<file path="src/rtl/data_mem_responder.sv">
`timescale 1ns/1ps
// data_mem_responder: M-stage memory responder with programmable wait states.
// Services LW/SW against a 16-word array and raises stall while an access is in flight.
module data_mem_responder #(
  parameter int unsigned WAIT_CYCLES = 1
) (
  input  logic        clk,
  input  logic        rst,
  input  logic [65:0] m_in,
  output logic [31:0] m_out,
  output logic        stall
);

  localparam int unsigned MEM_ADDR_WIDTH = 4;
  localparam int unsigned DEPTH          = 1 << MEM_ADDR_WIDTH;
  localparam int unsigned DATA_W         = 32;
  localparam int unsigned CNT_W          = 4;

  typedef enum logic {
    IDLE = 1'b0,
    BUSY = 1'b1
  } state_t;

  // Request fields: {read, write, addr[31:0], val[31:0]}
  logic                      in_read;
  logic                      in_write;
  logic [31:0]               in_addr;
  logic [DATA_W-1:0]         in_val;
  logic [MEM_ADDR_WIDTH-1:0] in_idx;
  logic                      req;
  logic                      unused_addr_bits;

  assign in_read          = m_in[65];
  assign in_write         = m_in[64];
  assign in_addr          = m_in[63:32];
  assign in_val           = m_in[31:0];
  assign in_idx           = in_addr[MEM_ADDR_WIDTH+1:2];
  assign req              = in_read | in_write;
  assign unused_addr_bits = ^{in_addr[31:MEM_ADDR_WIDTH+2], in_addr[1:0]};

  state_t                    state, state_d;
  logic [CNT_W-1:0]          cnt, cnt_d;
  logic                      lat_rd, lat_wr;
  logic [MEM_ADDR_WIDTH-1:0] lat_idx;
  logic [DATA_W-1:0]         lat_val;
  logic [DATA_W-1:0]         rdata;
  logic [DATA_W-1:0]         mem [DEPTH];

  logic                      lat_load;
  logic                      done;
  logic                      op_rd, op_wr;
  logic [MEM_ADDR_WIDTH-1:0] op_idx;
  logic [DATA_W-1:0]         op_val;

  // Next-state, stall and completion decode; read-with-write is treated as write only
  always_comb begin
    state_d  = state;
    cnt_d    = cnt;
    stall    = 1'b0;
    lat_load = 1'b0;
    done     = 1'b0;
    op_rd    = lat_rd;
    op_wr    = lat_wr;
    op_idx   = lat_idx;
    op_val   = lat_val;
    case (state)
      IDLE: begin
        if (req) begin
          if (WAIT_CYCLES == 0) begin
            done   = 1'b1;
            op_rd  = in_read & ~in_write;
            op_wr  = in_write;
            op_idx = in_idx;
            op_val = in_val;
          end else begin
            stall    = 1'b1;
            lat_load = 1'b1;
            state_d  = BUSY;
            cnt_d    = CNT_W'(WAIT_CYCLES - 1);
          end
        end else begin
          op_rd = 1'b0;
          op_wr = 1'b0;
        end
      end
      BUSY: begin
        if (cnt != '0) begin
          stall = 1'b1;
          cnt_d = cnt - CNT_W'(1);
          op_rd = 1'b0;
          op_wr = 1'b0;
        end else begin
          done    = 1'b1;
          state_d = IDLE;
        end
      end
      default: begin
        state_d = IDLE;
        op_rd   = 1'b0;
        op_wr   = 1'b0;
      end
    endcase
  end

  // Load data is visible in the completion cycle so the MW register captures it on the same edge
  always_comb begin
    m_out = rdata;
    if (done && op_rd) begin
      m_out = mem[op_idx];
    end
  end

  // State, request latch, memory array and read-data register; reset clears everything
  always_ff @(posedge clk or posedge rst) begin
    if (rst) begin
      state   <= IDLE;
      cnt     <= '0;
      lat_rd  <= 1'b0;
      lat_wr  <= 1'b0;
      lat_idx <= '0;
      lat_val <= '0;
      rdata   <= '0;
      for (int i = 0; i < int'(DEPTH); i++) begin
        mem[i] <= '0;
      end
    end else begin
      state <= state_d;
      cnt   <= cnt_d;
      if (lat_load) begin
        lat_rd  <= in_read & ~in_write;
        lat_wr  <= in_write;
        lat_idx <= in_idx;
        lat_val <= in_val;
      end
      if (done && op_wr) begin
        mem[op_idx] <= op_val;
      end
      if (done && op_rd) begin
        rdata <= mem[op_idx];
      end
    end
  end

endmodule

</file>
<file path="config.mk">
export PLATFORM = sky130hd
export DESIGN_NAME = data_mem_responder
export DESIGN_NICKNAME = d
export VERILOG_FILES = /design/src/rtl/data_mem_responder.sv
export SDC_FILE = /design/constraint.sdc
export NUM_CORES = 1
export LEC_CHECK = 0
export BUFFER_PORTS_ARGS = -buffer_cell sky130_fd_sc_hd__buf_2
export CAP_MARGIN = 10
export CELL_PAD_IN_SITES_DETAIL_PLACEMENT = 1
export CELL_PAD_IN_SITES_GLOBAL_PLACEMENT = 1
export CORE_MARGIN = 3
export CORE_UTILIZATION = 40
export DETAILED_ROUTE_END_ITERATION = 7
export PLACE_DENSITY = 0.64
export SETUP_SLACK_MARGIN = 0.2
export SYNTH_ARGS = -nofsm -noshare
export SYNTH_HDL_FRONTEND = slang
export SYNTH_SLANG_ARGS = --single-unit
</file>
<file path="constraint.sdc">
create_clock -name clk -period 47.8 [get_ports clk]
set_input_delay 2.39 -clock clk [delete_from_list [all_inputs] [get_ports clk]]
set_output_delay 2.39 -clock clk [all_outputs]
set_load 0.05 [all_outputs]
</file>
==> results.cfg, run 1 <==
[timing]
relSlewSlack_pct = 28.1
fmax_ghz = 0.141
fin_ws_ns = 40.73
finalCritPeriodShare_pct = 14.8
finClkSkew_ns = 0.0274
setup_viol = 0
period_minus_slack_ns = 7.07
final_hold_viol_count = 0
tns_ns = 0
drv_slew = 0
worstMarginPinSlew_ns = 1.08
rsz0062_at_grt = false

[layout]
instances_no_fill = 2512
syn2layout_area_growth_pct = 11.9
final_layout_size_suffix_gt1_share_pct = 49.5
antenna_cells = 0
finalInstanceArea_mm2 = 0.0291
fin_nets = 1684
n_fill_cell = 6040
fin_util_pct = 45.7

[logic_synthesis]
postSynthAreaPerCell_um2 = 16.5
syn_inst = 1578
ys_seq_area_share_pct = 56.5
yosys_warnings = 0
synthTopCellsByArea = dfrtp_1 (57%), mux2_2 (20%), mux4_2 (11%), mux2_1 (5.2%), buf_4 (1.0%)
synth_top_area_share_pct = 56.5
ys_ff_latch = 587
yosysUniqueCellTypes = 32
synth_area_mm2 = 0.0260
synth_top_area_cell = dfrtp_1
synth-edff-count = 0
async_flop_share_pct = 100
synth_ff_type = dfrtp_1
synth.net_count = 1647

[placement]
io_buffers = 72
dp.cells = 2393
gp_congestion = 0.708
placed_area_mm2 = 0.0269
place_ws_ns = 41.25
dp_hpwl_um = 35700

[floorplanning]
fp.dieH_um = 261
num_rows = 92
dieWidth_um = 261
start_util_pct = 40.8
core_mm2 = 0.0637
dieArea_mm2 = 0.0681
ios = 101

[drt]
drt-pass1-iter-count = 5
drc = 0
drtIter0Drc = 859
via_per_inst = 5.57
vias = 14000
wire_per_inst_um = 25.4
wl_um = 63800
antenna_left = 0

[setup_path]
start_kind = flip-flop
required_ns = 45.41
crit_top_cell = buf_4
critPathMaxFanout = 52
critPathCaptureType = output port
crit_slowest_cell = dfrtp_4
worstPathArrival_ns = 4.68
crit_path_cell_trace = buf_4 > buf_4 > mux4_2 > mux2_2 > a22oi_1 > nand2_1 > buf_2
worstSetupPathType = reg -> out
slowest_delay_ns = 0.83
worst-r2r-setup-slack_ns = 43.81

[power]
p_sw_share_pct = 29.1
clockPowerShare_pct = 29.6
powerDensity_mw_per_mm2 = 59.4
p_leak_nw = 13.2
ir_drop_v = 0.0000366
p_int_mw = 1.22
seqPwrFrac_pct = 45.8
switchingPower_uw = 503
combPwrFrac_pct = 24.6

[global_routing]
grt_first_pass_wirelength_um = 99900
overflow = 0
grt_use_total_pct = 19.5
grt_pass1_vias = 15800
antenna_found_initial = 0
grt_max_degree = 133

[clock_tree]
cts_tree = done
numClockSinks = 587
cts_setup_buffers = 0
clock_latency_ns = 0.61
cts_root_buffer = clkbuf_16
cts_max_level = 3
cts_resized = 0
cts_made_buffers = 66
path_clk_slew_ns = 0.06
hold_buffers = 0
clk_path_buf_depth = 3

[job]
max_cap_violations = 0

[min_path]
hold_path_class = reg -> reg

[status]
outcome = complete, no violations
==> layout make-up <==
cell class                      instances  area (um^2)  share of cell area, %
Tap cell                              846         1060                   3.64
Timing Repair Buffer                  103          606                   2.08
Inverter                                4         22.5                 0.0774
Clock buffer                          104         2010                   6.90
Multi-Input combinational cell        853        10500                   36.1
Sequential cell                       587        14700                   50.5
Clock inverter                         15          191                  0.658
==> cell usage after synthesis (2+ instances only) <==
master	instances
mux4_2	128
o21ai_0	3
clkbuf_1	50
xnor2_1	2
buf_4	36
buf_2	26
nor3_1	2
buf_6	21
nand4b_4	2
nand2b_1	5
dfrtp_1	587
a222oi_1	18
mux2_1	121
inv_1	4
nor2_4	12
mux2_2	460
a22oi_1	28
and2_1	2
nand3_1	4
nand2_1	55
==> cell families (layout without fill, tap and decap cells) <==
| group | count (synthesis) | after routing | synth area share (%) |
|---|---|---|---|
| mux | 709 | 709 | 36.3 |
| flops | 587 | 587 | 56.5 |
| buf+inv | 138 | 226 | 3.24 |
| simple gates | 91 | 91 | 2.28 |
| compound gates | 50 | 50 | 1.59 |
| xor+xnor | 2 | 2 | 0.0674 |
| fa+ha+maj | 1 | 1 | 0.0481 |
==> power by group through the flow <==
stage	registers, mW	clock network (mW)	logic, mW
after CTS	0.793	0.527	0.432
after global placement	0.784	0	0.417
after detailed placement	0.800	0	0.429
final	0.792	0.512	0.424
after floorplan	0.747	0	0.371
after global routing	0.818	0.548	0.460
==> final timing paths <==
kind	start	endpoint	depth (start not counted)
worst max-delay path	lat_idx[2]	m_out[1]	7
worst min-delay path	mem[441]	mem[441]	1
worst max register to register	lat_idx[2]	rdata[1]	6
worst min register to register	mem[441]	mem[441]	1
max in group asynchronous	rst	lat_idx[2]	5
min in group asynchronous	rst	lat_val[19]	2
==> cell usage in the layout, fill, tap and decap left out, types with 2 or more instances in the layout <==
master and count:
inv_6 2, clkinv_2 7, nand2b_1 2, nand2b_2 2, mux4_2 128, buf_2 72, clkinv_8 3, dfrtp_4 2
xnor2_1 2, mux2_1 121, clkbuf_1 19, nand3_1 4, inv_1 3, nand4b_4 2, clkbuf_16 68, nand2_1 54
clkbuf_8 17, dfrtp_1 584, bufinv_16 3, buf_4 30, a22oi_1 28, nor2_4 12, a222oi_1 18, and2_1 2
mux2_2 460, o21ai_0 3
==> layer usage <==
metal | GRT usage [%] | routed length, um | part of all wire, %
met2 | 31.7 | 30700 | 48
met3 | 2.89 | 1980 | 3.1
met4 | 5.71 | 1660 | 2.6
met5 | 0 | 0 | 0
met1 | 27.3 | 29500 | 46
==> critical path: cells and delay by family, from the launching register on <==
| family | cells | cell delay [ns] |
|---|---|---|
| compound gates | 1 | 0.19 |
| flops | 1 | 0.83 |
| simple gates | 1 | 0.21 |
| mux | 2 | 0.88 |
| buf+inv | 3 | 1.86 |
==> registers in the layout, summed over array words and instances, names as in the netlist <==
name and flops:
cnt 4, lat_val 32, lat_wr 1, rdata 32, state 1, lat_idx 4
mem 512, lat_rd 1
==> per-stage QoR <==
| step | power [mW] | hold WS (ns) |
|---|---|---|
| after global routing | 1.83 | 0.494 |
| after floorplan | 1.12 | 0.452 |
| after detailed placement | 1.23 | 0.474 |
| after CTS | 1.75 | 0.487 |
| after global placement | 1.20 | 0.461 |
| final | 1.73 | 0.485 |
No activity file was read; power rests on OpenSTA's default activity.
==> inputs of run 2 (changes only) <==
PLACE_DENSITY = 0.66   (was 0.64)
clock period = 6.45 ns   (was 47.8 ns; I/O delays follow)
==> run 2 against run 1 <==
Compared with the run above: sequential cell count unchanged; utilization increased by 0.61 points; global-route usage fell by 0.34 points; the run now ends with negative hold slack left; final area up 1.3%; largest power group unchanged; die area stayed put.
==> results.cfg, run 2 (synthesis results as in run 1) <==
[clock_tree]
clock_latency_ns = 0.59
numClockSinks = 587
cts_made_buffers = 67
clk_path_buf_depth = 3
cts_max_level = 3
cts_root_buffer = clkbuf_16
cts_tree = done
cts_setup_buffers = 0
cts_resized = 0
path_clk_slew_ns = 0.06

[timing]
fin_ws_ns = 2.15
tns_ns = 0
worstMarginPinSlew_ns = 1.09
final_hold_viol_count = 1
finalCritPeriodShare_pct = 66.6
setup_viol = 0
rsz0062_at_grt = false
relSlewSlack_pct = 27.1
period_minus_slack_ns = 4.30
holdWs_ns = -0.0187
finClkSkew_ns = 0.0231
drv_slew = 0
fmax_ghz = 0.233

[floorplanning]
fp.dieH_um = 261
num_rows = 92
dieArea_mm2 = 0.0681
dieWidth_um = 261
core_mm2 = 0.0637
ios = 101
start_util_pct = 40.8

[layout]
final_layout_size_suffix_gt1_share_pct = 48.6
largest_reg_flops = 512
syn2layout_area_growth_pct = 13.4
finalInstanceArea_mm2 = 0.0295
top_regs = mem: 512 flops, lat_val: 32 flops, rdata: 32 flops
instances_no_fill = 2547
final_cell_mix = dfrtp_1 (584), mux2_2 (460), mux4_2 (128)
antenna_cells = 0
fin_nets = 1723
regMostFlops = mem
fin_util_pct = 46.3
final_common_cell = dfrtp_1

[global_routing]
grt_use_total_pct = 19.1
grt_use_met1_pct = 25.8
overflow = 0
grt-busiest-layer = met2
grt_first_pass_wirelength_um = 98300
grt_pass1_vias = 15900
antenna_found_initial = 1
grt_use_met2_pct = 32.2
grt_max_degree = 161
grt_use_met3_pct = 3.49

[drt]
wire_per_inst_um = 24.8
vias = 14000
wl_um = 63100
via_per_inst = 5.51
drc = 0
drt-pass1-iter-count = 7
antenna_left = 0
drtIter0Drc = 702

[placement]
place_ws_ns = 2.74
gp_congestion = 0.691
dp_hpwl_um = 35400
dp.cells = 2394
io_buffers = 72
placed_area_mm2 = 0.0269

[power]
clockPowerShare_pct = 29.5
ir_drop_v = 0.000221
powerDensity_mw_per_mm2 = 434
switchingPower_mw = 3.69
seqPwrFrac_pct = 45.9
power_mw = 12.8
combPwrFrac_pct = 24.7
p_leak_nw = 13.3
p_int_mw = 9.10
p_sw_share_pct = 28.9

[setup_path]
worstSetupPathType = reg -> out
critPathMaxFanout = 38
cp-endpoint = m_out[13]
r2r_start = lat_idx[3]
required_ns = 6.13
worstRegToRegCells = 5
critPathCaptureType = output port
worst-r2r-setup-slack_ns = 2.88
cp-startpoint = lat_idx[1]
worstPathArrival_ns = 3.97
start_kind = flip-flop
reg2reg_to = mem[46]

[status]
violations = negative hold slack
outcome = complete, but fails checks

[job]
max_cap_violations = 0

[min_path]
hold_path_class = in -> async
## run 2: worst min-delay path by stage
stage	startpoint	depth (start not counted)	slack, ns	to
2_1_floorplan	m_in[64]	1	0.43	lat_rd
3_3_place_gp	mem[259]	1	0.46	mem[259]
3_5_place_dp	mem[261]	1	0.47	mem[261]
4_1_cts	rst	3	0.07	mem[475]
5_1_grt	rst	3	0.07	mem[410]
6_report	rst	3	-0.02	mem[410]
## run 2: metal layers
layer / share of wire [%] / up-vias
met5: 0 / -
li1: - / 6009
met1: 45 / 7728
met2: 49 / 210
met3: 3.6 / 91
met4: 2.1 / 0
## run 2: final cells by class
type,count,area (um^2)
tap,846,1060
inverter,4,18.8
multi-input combinational,853,10500
clock inverter,20,216
sequential,587,14700
timing repair buffer,141,1020
clock buffer,96,1960
fill,6026,34200
## run 2: timing repair
item / in CTS / in global routing
hold endpoints to repair: 37 / 0
endpoints found under the setup margin: 0 / 0
hold buffers: 37 / 0
## run 2: power groups by stage
stage	logic [mW]	registers (mW)	clock network (mW)
after floorplan	2.75	5.54	0
after global placement	3.07	5.81	0
after detailed placement	3.18	5.93	0
after CTS	3.21	5.87	3.89
after global routing	3.41	6.06	4.05
final	3.15	5.87	3.77
## run 2: critical path, stage by stage, from the launching register on
cell      delay [ns]
dfrtp_2         0.39
buf_4           0.34
or2_2           0.50
nor3_4          0.86
buf_4           0.52
a222oi_1        0.16
nand2_1         0.25
buf_2           0.32
==> inputs of run 3 (changes only) <==
PLACE_DENSITY = 0.64   (was 0.66)
clock period = 4.5 ns   (was 6.45 ns; I/O delays follow)
==> run 3 against run 2 <==
Compared with the run above: the run now ends clean; via count up 0.53%; register-to-register slack got worse by 1.4 ns; sequential power is 43% higher; worst setup slack got worse by 1.4 ns; sequential cell count is the same; power is 45% higher.
==> results.cfg, run 3 (synthesis results as in run 1) <==
[drt]
via_per_inst = 5.51
drt-pass1-iter-count = 8
met1_length_um = 29600
drtIter0Drc = 747
dr_wl_met2_um = 30700
highest_layer = met4
vias = 14100
antenna_left = 0
wl_um = 64100
drc = 0
wire_per_inst_um = 25.0
wl_met3_um = 2070

[global_routing]
overflow = 0
grt_max_degree = 122
antenna_found_initial = 0
grt_use_total_pct = 19.5
grt_first_pass_wirelength_um = 100000
grt_pass1_vias = 15900

[status]
outcome = complete, no violations

[floorplanning]
ios = 101
core_mm2 = 0.0637
num_rows = 92
fp.dieH_um = 261
start_util_pct = 40.8
dieArea_mm2 = 0.0681
dieWidth_um = 261

[timing]
worstMarginPinSlew_ns = 0.928
fmax_ghz = 0.268
setup_viol = 0
relSlewSlack_pct = 38.0
finClkSkew_ns = 0.0272
rsz0062_at_grt = false
finalCritPeriodShare_pct = 83.0
holdWs_ns = 0.165
drv_slew = 0
period_minus_slack_ns = 3.74
final_hold_viol_count = 0
tns_ns = 0

[clock_tree]
clock_latency_ns = 0.61
cts_made_buffers = 66
cts_max_level = 3
numClockSinks = 587
cts_root_buffer = clkbuf_16
path_clk_slew_ns = 0.06
cts_tree = done
cts_resized = 0
clk_path_buf_depth = 3

[placement]
gp_congestion = 0.694
io_buffers = 72
dp_hpwl_um = 37100
placed_area_mm2 = 0.0272

[power]
ir_drop_v = 0.000351
switchingPower_mw = 5.34
seqPwrFrac_pct = 45.5
power_mw = 18.5
combPwrFrac_pct = 24.6
p_sw_share_pct = 28.9
powerDensity_mw_per_mm2 = 621
p_int_mw = 13.2
p_leak_nw = 13.5
clockPowerShare_pct = 29.9

[setup_path]
critPathCaptureType = output port
worstSetupPathType = reg -> out
start_kind = flip-flop
slowest_delay_ns = 0.47
worstPathArrival_ns = 3.51
crit_top_cell = nand2_1
crit_family = simple AND/OR/NAND/NOR gates
crit_path_cell_trace = inv_1 > ha_1 > and4bb_4 > nand2_1 > buf_4 > a222oi_1 > nand2_1 > buf_2
crit_slowest_cell = buf_4
required_ns = 4.28
critPathMaxFanout = 24
worst-path-buf-inv = 3

[layout]
fin_util_pct = 46.8
largest_reg_flops = 512
n_fill_cell = 6049
top_regs = mem: 512 flops, lat_val: 32 flops, rdata: 32 flops
fin_nets = 1737
final_common_cell = dfrtp_1
final_cell_mix = dfrtp_1 (584), mux2_2 (460), mux4_2 (128)
regMostFlops = mem
finalInstanceArea_mm2 = 0.0298
final_layout_size_suffix_gt1_share_pct = 48.9
antenna_cells = 0
syn2layout_area_growth_pct = 14.6

[min_path]
hold_path_class = in -> reg

[job]
max_cap_violations = 0
run 3: cell types whose count changed in the layout (fill, tap and decap cells not counted), moves of 2 or more:
| cell | previous run | this run |
|---|---|---|
| clkinvlp_4 | 3 | 1 |
| buf_12 | 4 | 15 |
| buf_4 | 28 | 31 |
| clkbuf_1 | 14 | 16 |
| clkinv_2 | 11 | 6 |
| clkinv_8 | 0 | 2 |
| clkbuf_8 | 13 | 18 |
run 3: path summary, 6_finish.rpt:
path | startpoint | endpoint | slack [ns] | cells past startpoint
hold / removal | m_in[65] | state | 0.17 | 3
max in group asynchronous | rst | mem[485] | 2.82 | 5
min in group asynchronous | rst | mem[443] | 0.34 | 3
hold reg to reg | mem[285] | mem[285] | 0.48 | 1
setup / recovery | cnt[1] | m_out[18] | 0.76 | 8
setup reg to reg | cnt[1] | mem[313] | 1.52 | 7
run 3: timing repair:
action	CTS	global route
setup endpoints to repair	0	0
setup buffers	0	0
hold endpoints to repair	66	0
hold buffers	38	0
run 3: worst min-delay path: stages:
cell,delay [ns]
buf_2,0.10
o21bai_4,0.24
nand2_1,0.15
run 3: cell type report:
type                       instances  area (um^2)  share of cell area [%]
tap                              846         1060                    3.55
timing repair buffer             156         1270                    4.27
clock inverter                    14          211                   0.710
inverter                           4         18.8                  0.0630
clock buffer                     103         2030                    6.83
multi-input combinational        853        10500                    35.2
sequential                       587        14700                    49.3
run 3: layer usage:
metal  up-vias  global-route usage, %
li1       6034                      -
met2       185                   32.0
met3       100                   3.06
met1      7793                   27.0
met5         -                      0
met4         0                   5.88
run 3: through the flow:
| step | worst slack (ns) | cells |
|---|---|---|
| floorplan | -3.73 | 1578 |
| global placement | 1.43 | 2408 |
| detailed placement | 1.43 | 2408 |
| CTS | 0.759 | 2563 |
| global route | 0.604 | 2563 |
| finish | 0.763 | 2563 |
run 3: power groups by stage:
stage / clock (mW) / sequential, mW / combinational [mW]
floorplan: 0 / 7.94 / 3.94
CTS: 5.69 / 8.43 / 4.64
global placement: 0 / 8.33 / 4.45
global route: 5.92 / 8.71 / 4.94
detailed placement: 0 / 8.51 / 4.60
finish: 5.53 / 8.42 / 4.55
